File: config.mk
export PLATFORM = sky130hd
export DESIGN_NAME = holy_mmio_lite_port
export DESIGN_NICKNAME = d
export VERILOG_FILES = /design/src/rtl/holy_mmio_lite_port.sv
export SDC_FILE = /design/constraint.sdc
export NUM_CORES = 1
export LEC_CHECK = 0
export ABC_AREA = 1
export BUFFER_PORTS_ARGS = -buffer_cell sky130_fd_sc_hd__clkbuf_2
export CORE_MARGIN = 2
export CORE_UTILIZATION = 25
export DETAILED_ROUTE_END_ITERATION = 8
export MAX_ROUTING_LAYER = met4
export SLEW_MARGIN = 15
export SYNTH_ARGS = -nofsm -noshare
export SYNTH_HDL_FRONTEND = slang
export SYNTH_SLANG_ARGS = --single-unit
File: constraint.sdc
create_clock -name clk -period 3.53 [get_ports clk]
set_clock_uncertainty 0.15 [all_clocks]
set_input_delay 0.706 -clock clk [delete_from_list [all_inputs] [get_ports clk]]
set_output_delay 0.706 -clock clk [all_outputs]
set_load 0.1 [all_outputs]
File: src/rtl/holy_mmio_lite_port.sv
// Uncached AXI-Lite master: one core load/store becomes one AXI-Lite transaction.
// Optional hung-slave timeout enabled by defining MMIO_TIMEOUT_EN.
package holy_core_pkg;

    typedef enum logic [3:0] {
        IDLE                     = 4'd0,
        SENDING_WRITE_REQ        = 4'd1,
        SENDING_WRITE_DATA       = 4'd2,
        WAITING_WRITE_RES        = 4'd3,
        SENDING_READ_REQ         = 4'd4,
        RECEIVING_READ_DATA      = 4'd5,
        LITE_SENDING_WRITE_REQ   = 4'd6,
        LITE_SENDING_WRITE_DATA  = 4'd7,
        LITE_WAITING_WRITE_RES   = 4'd8,
        LITE_SENDING_READ_REQ    = 4'd9,
        LITE_RECEIVING_READ_DATA = 4'd10
    } cache_state_t;

    typedef enum logic [2:0] {
        F3_BYTE       = 3'b000,
        F3_HALFWORD   = 3'b001,
        F3_WORD       = 3'b010,
        F3_BYTE_U     = 3'b100,
        F3_HALFWORD_U = 3'b101
    } load_store_funct3_t;

    typedef struct packed {
        logic [31:0] data;
        logic        valid;
    } write_back_t;

endpackage

module holy_mmio_lite_port #(
    parameter int TIMEOUT_CYCLES = 256
) (
    input  logic        clk,
    input  logic        rst_n,
    input  logic        req_valid,
    output logic        req_ready,
    input  logic        req_write,
    input  logic [31:0] req_addr,
    input  logic [31:0] req_wdata,
    input  logic [2:0]  req_funct3,
    output logic [32:0] rsp,
    output logic        rsp_error,
    output logic [31:0] m_awaddr,
    output logic        m_awvalid,
    input  logic        m_awready,
    output logic [31:0] m_wdata,
    output logic [3:0]  m_wstrb,
    output logic        m_wvalid,
    input  logic        m_wready,
    input  logic [1:0]  m_bresp,
    input  logic        m_bvalid,
    output logic        m_bready,
    output logic [31:0] m_araddr,
    output logic        m_arvalid,
    input  logic        m_arready,
    input  logic [31:0] m_rdata,
    input  logic [1:0]  m_rresp,
    input  logic        m_rvalid,
    output logic        m_rready
);
    import holy_core_pkg::*;

    if (TIMEOUT_CYCLES < 1) begin : g_bad_cfg
        $error("TIMEOUT_CYCLES must be at least 1");
    end

    cache_state_t state_q;
    write_back_t  rsp_q;
    logic         rsp_err_q;
    logic [1:0]   off_q;
    logic [2:0]   funct3_q;
    logic [31:0]  awaddr_q, araddr_q, wdata_q;
    logic [3:0]   wstrb_q;
    logic         awvalid_q, wvalid_q, bready_q, arvalid_q, rready_q;

    logic [1:0]   off;
    logic         req_ok;
    logic [3:0]   req_strb;
    logic         hs;
    logic [31:0]  lane;
    logic [31:0]  ld_data;

    assign off = req_addr[1:0];

    // Unknown funct3 falls through with req_ok=0 and is answered like a misalignment.
    always_comb begin
        req_ok   = 1'b0;
        req_strb = 4'b0000;
        case (req_funct3)
            F3_BYTE, F3_BYTE_U: begin
                req_ok   = 1'b1;
                req_strb = 4'b0001 << off;
            end
            F3_HALFWORD, F3_HALFWORD_U: begin
                req_ok   = ~off[0];
                req_strb = 4'b0011 << off;
            end
            F3_WORD: begin
                req_ok   = (off == 2'b00);
                req_strb = 4'b1111;
            end
            default: ;
        endcase
    end

    always_comb begin
        case (state_q)
            LITE_SENDING_WRITE_REQ:   hs = m_awready;
            LITE_SENDING_WRITE_DATA:  hs = m_wready;
            LITE_WAITING_WRITE_RES:   hs = m_bvalid;
            LITE_SENDING_READ_REQ:    hs = m_arready;
            LITE_RECEIVING_READ_DATA: hs = m_rvalid;
            default:                  hs = 1'b0;
        endcase
    end

    assign lane = m_rdata >> {off_q, 3'b000};

    always_comb begin
        case (funct3_q)
            F3_BYTE:       ld_data = {{24{lane[7]}}, lane[7:0]};
            F3_BYTE_U:     ld_data = {24'd0, lane[7:0]};
            F3_HALFWORD:   ld_data = {{16{lane[15]}}, lane[15:0]};
            F3_HALFWORD_U: ld_data = {16'd0, lane[15:0]};
            default:       ld_data = lane;
        endcase
    end

`ifdef MMIO_TIMEOUT_EN
    localparam int CW = $clog2(TIMEOUT_CYCLES + 1);
    logic [CW-1:0] tmo_cnt_q;
`endif

    always_ff @(posedge clk or negedge rst_n) begin
        if (!rst_n) begin
            state_q   <= IDLE;
            rsp_q     <= '0;
            rsp_err_q <= 1'b0;
            off_q     <= 2'b00;
            funct3_q  <= 3'b000;
            awaddr_q  <= '0;
            araddr_q  <= '0;
            wdata_q   <= '0;
            wstrb_q   <= '0;
            awvalid_q <= 1'b0;
            wvalid_q  <= 1'b0;
            bready_q  <= 1'b0;
            arvalid_q <= 1'b0;
            rready_q  <= 1'b0;
`ifdef MMIO_TIMEOUT_EN
            tmo_cnt_q <= '0;
`endif
        end else begin
            rsp_q     <= '0;
            rsp_err_q <= 1'b0;
`ifdef MMIO_TIMEOUT_EN
            tmo_cnt_q <= (state_q == IDLE || hs) ? '0 : tmo_cnt_q + 1'b1;
`endif
            case (state_q)
                IDLE: if (req_valid) begin
                    off_q    <= off;
                    funct3_q <= req_funct3;
                    if (!req_ok) begin
                        rsp_q.valid <= 1'b1;
                        rsp_err_q   <= 1'b1;
                    end else if (req_write) begin
                        state_q   <= LITE_SENDING_WRITE_REQ;
                        awaddr_q  <= {req_addr[31:2], 2'b00};
                        wdata_q   <= req_wdata << {off, 3'b000};
                        wstrb_q   <= req_strb;
                        awvalid_q <= 1'b1;
                    end else begin
                        state_q   <= LITE_SENDING_READ_REQ;
                        araddr_q  <= {req_addr[31:2], 2'b00};
                        arvalid_q <= 1'b1;
                    end
                end
                LITE_SENDING_WRITE_REQ: if (hs) begin
                    awvalid_q <= 1'b0;
                    wvalid_q  <= 1'b1;
                    state_q   <= LITE_SENDING_WRITE_DATA;
                end
                LITE_SENDING_WRITE_DATA: if (hs) begin
                    wvalid_q <= 1'b0;
                    bready_q <= 1'b1;
                    state_q  <= LITE_WAITING_WRITE_RES;
                end
                LITE_WAITING_WRITE_RES: if (hs) begin
                    bready_q    <= 1'b0;
                    state_q     <= IDLE;
                    rsp_q.valid <= 1'b1;
                    rsp_err_q   <= |m_bresp;
                end
                LITE_SENDING_READ_REQ: if (hs) begin
                    arvalid_q <= 1'b0;
                    rready_q  <= 1'b1;
                    state_q   <= LITE_RECEIVING_READ_DATA;
                end
                LITE_RECEIVING_READ_DATA: if (hs) begin
                    rready_q    <= 1'b0;
                    state_q     <= IDLE;
                    rsp_q.valid <= 1'b1;
                    rsp_q.data  <= (|m_rresp) ? 32'd0 : ld_data;
                    rsp_err_q   <= |m_rresp;
                end
                default: state_q <= IDLE;
            endcase
`ifdef MMIO_TIMEOUT_EN
            // Hung-slave recovery: abandon the phase even though AXI wants valid held.
            if (state_q != IDLE && !hs && tmo_cnt_q == CW'(TIMEOUT_CYCLES - 1)) begin
                awvalid_q   <= 1'b0;
                wvalid_q    <= 1'b0;
                bready_q    <= 1'b0;
                arvalid_q   <= 1'b0;
                rready_q    <= 1'b0;
                state_q     <= IDLE;
                rsp_q       <= '0;
                rsp_q.valid <= 1'b1;
                rsp_err_q   <= 1'b1;
            end
`endif
        end
    end

    assign req_ready = (state_q == IDLE);
    assign rsp       = rsp_q;
    assign rsp_error = rsp_err_q;
    assign m_awaddr  = awaddr_q;
    assign m_awvalid = awvalid_q;
    assign m_wdata   = wdata_q;
    assign m_wstrb   = wstrb_q;
    assign m_wvalid  = wvalid_q;
    assign m_bready  = bready_q;
    assign m_araddr  = araddr_q;
    assign m_arvalid = arvalid_q;
    assign m_rready  = rready_q;

endmodule

==> flow_summary.yaml, run 1 <==
status:
  outcome: "completed"
logic_synthesis:
  synthDominantCellAreaShare: 0.542
  synth-warning-count: 0
  yosysSeqAreaShare: 0.542
  synth_seq_cells: 144
  yosys.area_share.xor_xnor: 0
  muxShareOfSynthArea: 0.00151
  async_flop_share: 1.00
  post-synth-top-count-cell: "sky130_fd_sc_hd__nand2_1"
  ys.flop_type: "sky130_fd_sc_hd__dfrtp_1"
  synth_simple_gate_area_frac: 0.244
  synthesized_area_per_cell_um2: 8.25
  synth_compound_gate_area_share: 0.134
  synth_top_family_by_area: "simple AND/OR/NAND/NOR gates"
  synth_top_cells_by_count: "256 x sky130_fd_sc_hd__nand2_1, 144 x sky130_fd_sc_hd__dfrtp_1, 104 x sky130_fd_sc_hd__o21ai_0, 65 x sky130_fd_sc_hd__inv_1, 47 x sky130_fd_sc_hd__nand3_1"
  ys_top_cells_by_area: "sky130_fd_sc_hd__dfrtp_1 54%, sky130_fd_sc_hd__nand2_1 14%, sky130_fd_sc_hd__o21ai_0 7.8%"
  yosysTopAreaCell: "sky130_fd_sc_hd__dfrtp_1"
  mappedNetlistArea_mm2: 0.00665
  post_synth_fa_ha_maj_area_fraction: 0
  synth_cells: 806
  synth_edf_count: 0
  yosysUniqueCellTypes: 35
critical_path:
  worst_r2r_startpoint: "state_q[0]$_DFFE_PN0P_"
  critical_path.slowest_cell: "sky130_fd_sc_hd__clkbuf_2"
  worstPathBufferInverterCount: 2
  maximum_fanout_encountered_on_the_critical_timing_path: 6
  start_kind: "register"
  worstSetupEndpointType: "output pin"
  data_arrival_critical_path_ns: 1.85
  cp_data_required_time_ns: 2.67
  worstRegToRegCells: 6
  regToRegEndpoint: "m_awaddr[16]$_DFFE_PN0P_"
  criticalPathCategory: "register to output pin"
  slack_of_the_worst_reg_to_reg_path_ns: 1.23
  path_cells: "nor2_1, nand2_1, inv_1, clkbuf_2"
  critical-path-max-stage-delay_ns: 0.49
  critPathTopFamily: "buffers and inverters"
grt:
  number_of_antenna_violations_at_the_first_check_in_global_routing: 0
  grt_start_max_net_pins: 128
  grt.overflow.total: 0
  grt_pass1_vias: 5848
  first_pass_grt_wire_length_um: 31900
  groute.usage.overall: 0.150
routing:
  top_signal_layer_used: "met4"
  num_vias: 6114
  m1WireLength_um: 9290
  routedWlPerCell_um: 14.7
  violation_count_after_the_first_detailed_route_iteration: 442
  route.detailed.drc: 0
  met3_wirelength_um: 948
  detail_route.first_pass.iterations: 4
  finalWirelength_um: 20400
  via_per_inst: 4.42
  detailroute.wirelength.met2_um: 9620
  drtAntennaViolNets: 0
clocking:
  root_buffer: "sky130_fd_sc_hd__clkbuf_16"
  clock_sinks: 144
  ctsHoldBuffers: 0
  worst_setup_hold_path_clk_slew_ns: 0.07
  post_cts_setup_buffers: 0
  htree_levels: 4
  ctsLongestPathBuffers: 2
  cts_made_buffers: 17
  cts_tree: "yes"
  cts_resized: 0
  clock_latency_of_the_later_clocked_register_in_the_worst_skew_pair_ns: 0.43
final_layout:
  final_core_utilization: 0.338
  post_route_cells_drive_above_1_share: 0.307
  area_delta_synth_final_pct: 32.6
  final_nets: 1146
  num_antenna_cells: 0
placement:
  place_ws_ns: 0.762
  gp_congestion: 0.830
  hpwlAfterDp_um: 15000
  numPortBuffers: 247
sta:
  timing.fmax_mhz: 369
  fin_crit_share: 0.767
  rsz0062_at_grt: "no"
  slew-limit-headroom: 0.442
  setup_total_negative_slack_ns: 0
  max_slew.worst_pin.slew_ns: 0.838
  postLayoutSetupSlackWorst_ns: 0.822
  final_hold_viol_count: 0
  timing.final.setup_violations: 0
  timing_max_transition_violations_final: 0
  timing.final.crit_period_ns: 2.71
min_path:
  min_path_type: "input pin to async pin"
job:
  cap_viol_max_count: 0
floorplanning:
  die_area_mm2: 0.0279
  dieWidth_um: 167
  fp.dieH_um: 167
  design.core.area_mm2: 0.0261
  io_pins: 252
  initial_core_util: 0.255
  num_rows: 59
==> sequential cells by signal, summed over array words and instances, names as in the netlist <==
name,flops
m_awaddr,30
m_rready,1
off_q,2
m_wdata,32
m_wstrb,4
m_arvalid,1
funct3_q,3
m_wvalid,1
rsp,33
m_araddr,30
m_awvalid,1
state_q,4
m_bready,1
rsp_error,1
==> metrics by stage <==
step	instances	hold slack (ns)	instance area [um2]
final	1382	0.175	8820
after global placement	1350	0.310	8190
after CTS	1382	0.204	8820
after detailed placement	1350	0.308	8190
after floorplan	809	0.260	6660
after global routing	1382	0.218	8820
==> cells by family after synthesis <==
kind of cell / Yosys count
AO/OA/AOI/OAI: 162
buffers and inverters: 122
flip-flops: 144
multiplexers: 1
other: 1
AND/OR/NAND/NOR: 376
==> worst register-to-register path: cells and delay by family, from the launching register on <==
family / cells / cell delay [ns]
compound gates: 1 / 0.40
buf+inv: 1 / 0.32
flops: 1 / 0.46
simple gates: 4 / 0.87
==> metal layers <==
metal	up-vias	global-route usage
met5	-	-
met4	0	0.0558
met3	35	0.0368
met2	156	0.233
met1	2881	0.188
li1	3042	-
==> layout by cell type (no fill, tap or decap), drive strengths merged <==
cell type / n
clkbuf: 265
nand2: 260
dfrtp: 144
o21ai: 112
inv: 75
nor2: 61
nand3: 47
a21oi: 20
o31ai: 15
buf: 11
a211oi: 7
nand4: 5
conb: 4
clkinv: 4
bufinv: 3
o211ai: 2
o21a: 2
clkinvlp: 2
or2: 1
o2111ai: 1
o22ai: 1
o21bai: 1
nand3b: 1
a31oi: 1
mux2i: 1
nor3: 1
==> how the worst max path moves through the flow <==
| stage | from | end | slack [ns] | depth (start not counted) |
|---|---|---|---|---|
| floorplan | state_q[0]$_DFFE_PN0P_ | req_ready | 1.36 | 3 |
| global placement | req_addr[1] | m_wdata[21]$_DFFE_PN0P_ | 0.84 | 7 |
| detailed placement | req_funct3[1] | m_wdata[22]$_DFFE_PN0P_ | 0.76 | 7 |
| CTS | state_q[0]$_DFFE_PN0P_ | req_ready | 0.79 | 4 |
| global route | state_q[0]$_DFFE_PN0P_ | req_ready | 0.72 | 4 |
| finish | state_q[0]$_DFFE_PN0P_ | req_ready | 0.82 | 4 |
==> final cells by class <==
type | instances | area [um2]
Timing Repair Buffer | 257 | 1350
Clock buffer | 19 | 453
Multi-Input combinational cell | 543 | 2560
Tap cell | 335 | 419
Sequential cell | 144 | 3600
Clock inverter | 13 | 175
Inverter | 71 | 267
Fill cell | 2766 | 17200
Power of run 1 is left out: the tool's default activity adds up to more than one toggle a clock period on the data nets, which glitch-free logic cannot reach.
==> run 2: changes to the inputs <==
==> constraint.sdc (replaced) <==
create_clock -name clk -period 2.34 [get_ports clk]
set_clock_uncertainty 0.15 [all_clocks]
set_input_delay 0.468 -clock clk [delete_from_list [all_inputs] [get_ports clk]]
set_output_delay 0.468 -clock clk [all_outputs]
set_load 0.1 [all_outputs]
==> run 2 against run 1 <==
Global-route usage grew 0.42 points. Setup slack lost 0.61 ns. Via count is 1.2% higher. Die area did not move. Non-clock buffer count grew 10. Largest cell class unchanged.
==> flow_summary.yaml, run 2 (same netlist as run 1, synthesis figures left out) <==
min_path:
  worst_hold_startpoint: "req_addr[22]"
  min_path_type: "input pin to register"
  min_delay_path_depth: 3
  worst_hold_path.endpoint: "m_awaddr[22]$_DFFE_PN0P_"
critical_path:
  path_cells: "nor2_1, nand2_1, inv_2, buf_12"
  cp_data_required_time_ns: 1.72
  critical-path-max-stage-delay_ns: 0.46
  regToRegEndpoint: "m_wdata[13]$_DFFE_PN0P_"
  critical_path.slowest_cell: "sky130_fd_sc_hd__dfrtp_1"
  worstRegToRegCells: 6
  worstSetupEndpointType: "output pin"
  start_kind: "register"
  data_arrival_critical_path_ns: 1.51
  slack_of_the_worst_reg_to_reg_path_ns: 0.41
  criticalPathCategory: "register to output pin"
  maximum_fanout_encountered_on_the_critical_timing_path: 6
  worst_r2r_startpoint: "state_q[0]$_DFFE_PN0P_"
job:
  cap_viol_max_count: 0
clocking:
  clock_latency_of_the_later_clocked_register_in_the_worst_skew_pair_ns: 0.42
  cts_tree: "yes"
  ctsLongestPathBuffers: 2
  post_cts_setup_buffers: 0
  cts_made_buffers: 17
  root_buffer: "sky130_fd_sc_hd__clkbuf_16"
  worst_setup_hold_path_clk_slew_ns: 0.07
  htree_levels: 4
  clock_sinks: 144
placement:
  gp_congestion: 0.858
  numPortBuffers: 247
  hpwlAfterDp_um: 15400
grt:
  first_pass_grt_wire_length_um: 32900
  groute.usage.overall: 0.154
  grt_pass1_vias: 6020
  grt_start_max_net_pins: 104
  number_of_antenna_violations_at_the_first_check_in_global_routing: 0
  grt.overflow.total: 0
final_layout:
  num_antenna_cells: 0
  final_nets: 1156
  mostFrequentLayoutCells: "256 x sky130_fd_sc_hd__nand2_1, 245 x sky130_fd_sc_hd__clkbuf_2, 144 x sky130_fd_sc_hd__dfrtp_1"
  post_route_cells_drive_above_1_share: 0.313
  mostFrequentLayoutCell: "sky130_fd_sc_hd__nand2_1"
  number_of_flip_flops_under_the_largest_register_name: 33
  area_delta_synth_final_pct: 33.8
routing:
  detail_route.first_pass.iterations: 5
  route.detailed.drc: 0
  violation_count_after_the_first_detailed_route_iteration: 376
  num_vias: 6185
  drtAntennaViolNets: 0
  finalWirelength_um: 20700
  routedWlPerCell_um: 14.9
  via_per_inst: 4.44
sta:
  final_hold_viol_count: 0
  fin_crit_share: 0.911
  rsz0062_at_grt: "no"
  timing.fmax_mhz: 469
  max_slew.worst_pin.slew_ns: 0.634
  timing.final.setup_violations: 0
  slew-limit-headroom: 0.579
  timing.final.crit_period_ns: 2.13
  timing_max_transition_violations_final: 0
  setup_total_negative_slack_ns: 0
floorplanning:
  dieWidth_um: 167
  initial_core_util: 0.255
  die_area_mm2: 0.0279
  num_rows: 59
  design.core.area_mm2: 0.0261
  io_pins: 252
  fp.dieH_um: 167
status:
  outcome: "completed"
[run 2: routing by layer]
layer  GRT usage  vias up  routed length (um)
met5           -        -                   0
met1       0.197     2913                9210
met4      0.0592        0                 578
li1            -     3060                   -
met2       0.233      177                9800
met3      0.0409       35                1110
[run 2: per-stage QoR]
step	cell area [um2]	setup slack (ns)	util	hold slack [ns]	std cells
after floorplan	6660	0.199	-	0.0224	809
after global placement	8310	0.428	0.319	0.254	1359
after detailed placement	8310	0.380	0.319	0.254	1359
after CTS	8890	0.0931	0.341	0.110	1392
after global routing	8890	0.0840	0.341	0.124	1392
final	8890	0.209	0.341	0.132	1392
[run 2: repair_timing]
action / in CTS / in global routing
hold buffers: 1 / 0
hold endpoints to repair: 31 / 0
resized for setup: 0 / 1
setup endpoints to repair: 0 / 1
[run 2: worst max-delay path, delay by kind of cell (launching register included)]
kind | cells | cell delay (ns)
simple gates | 2 | 0.29
flops | 1 | 0.46
buf+inv | 2 | 0.33
[run 2: cell type report]
type                    count  area (um2)
multi-input cells         543        2560
well taps                 335         419
repair buffers            267        1470
flip-flops and latches    144        3600
inverters                  71         267
clock buffers              17         425
clock inverters            15         150
fillers                  2745       17200
[run 2: worst max-delay path by stage]
stage	start	endpoint	slack, ns	cells after the start
after global placement	m_rdata[23]	rsp[21]$_DFF_PN0_	0.43	9
after floorplan	state_q[0]$_DFFE_PN0P_	state_q[0]$_DFFE_PN0P_	0.20	7
after detailed placement	req_addr[0]	m_wdata[13]$_DFFE_PN0P_	0.38	7
after global routing	state_q[0]$_DFFE_PN0P_	req_ready	0.08	4
final	state_q[0]$_DFFE_PN0P_	req_ready	0.21	4
after CTS	state_q[0]$_DFFE_PN0P_	req_ready	0.09	4
Power of run 2 is left out for the same reason.
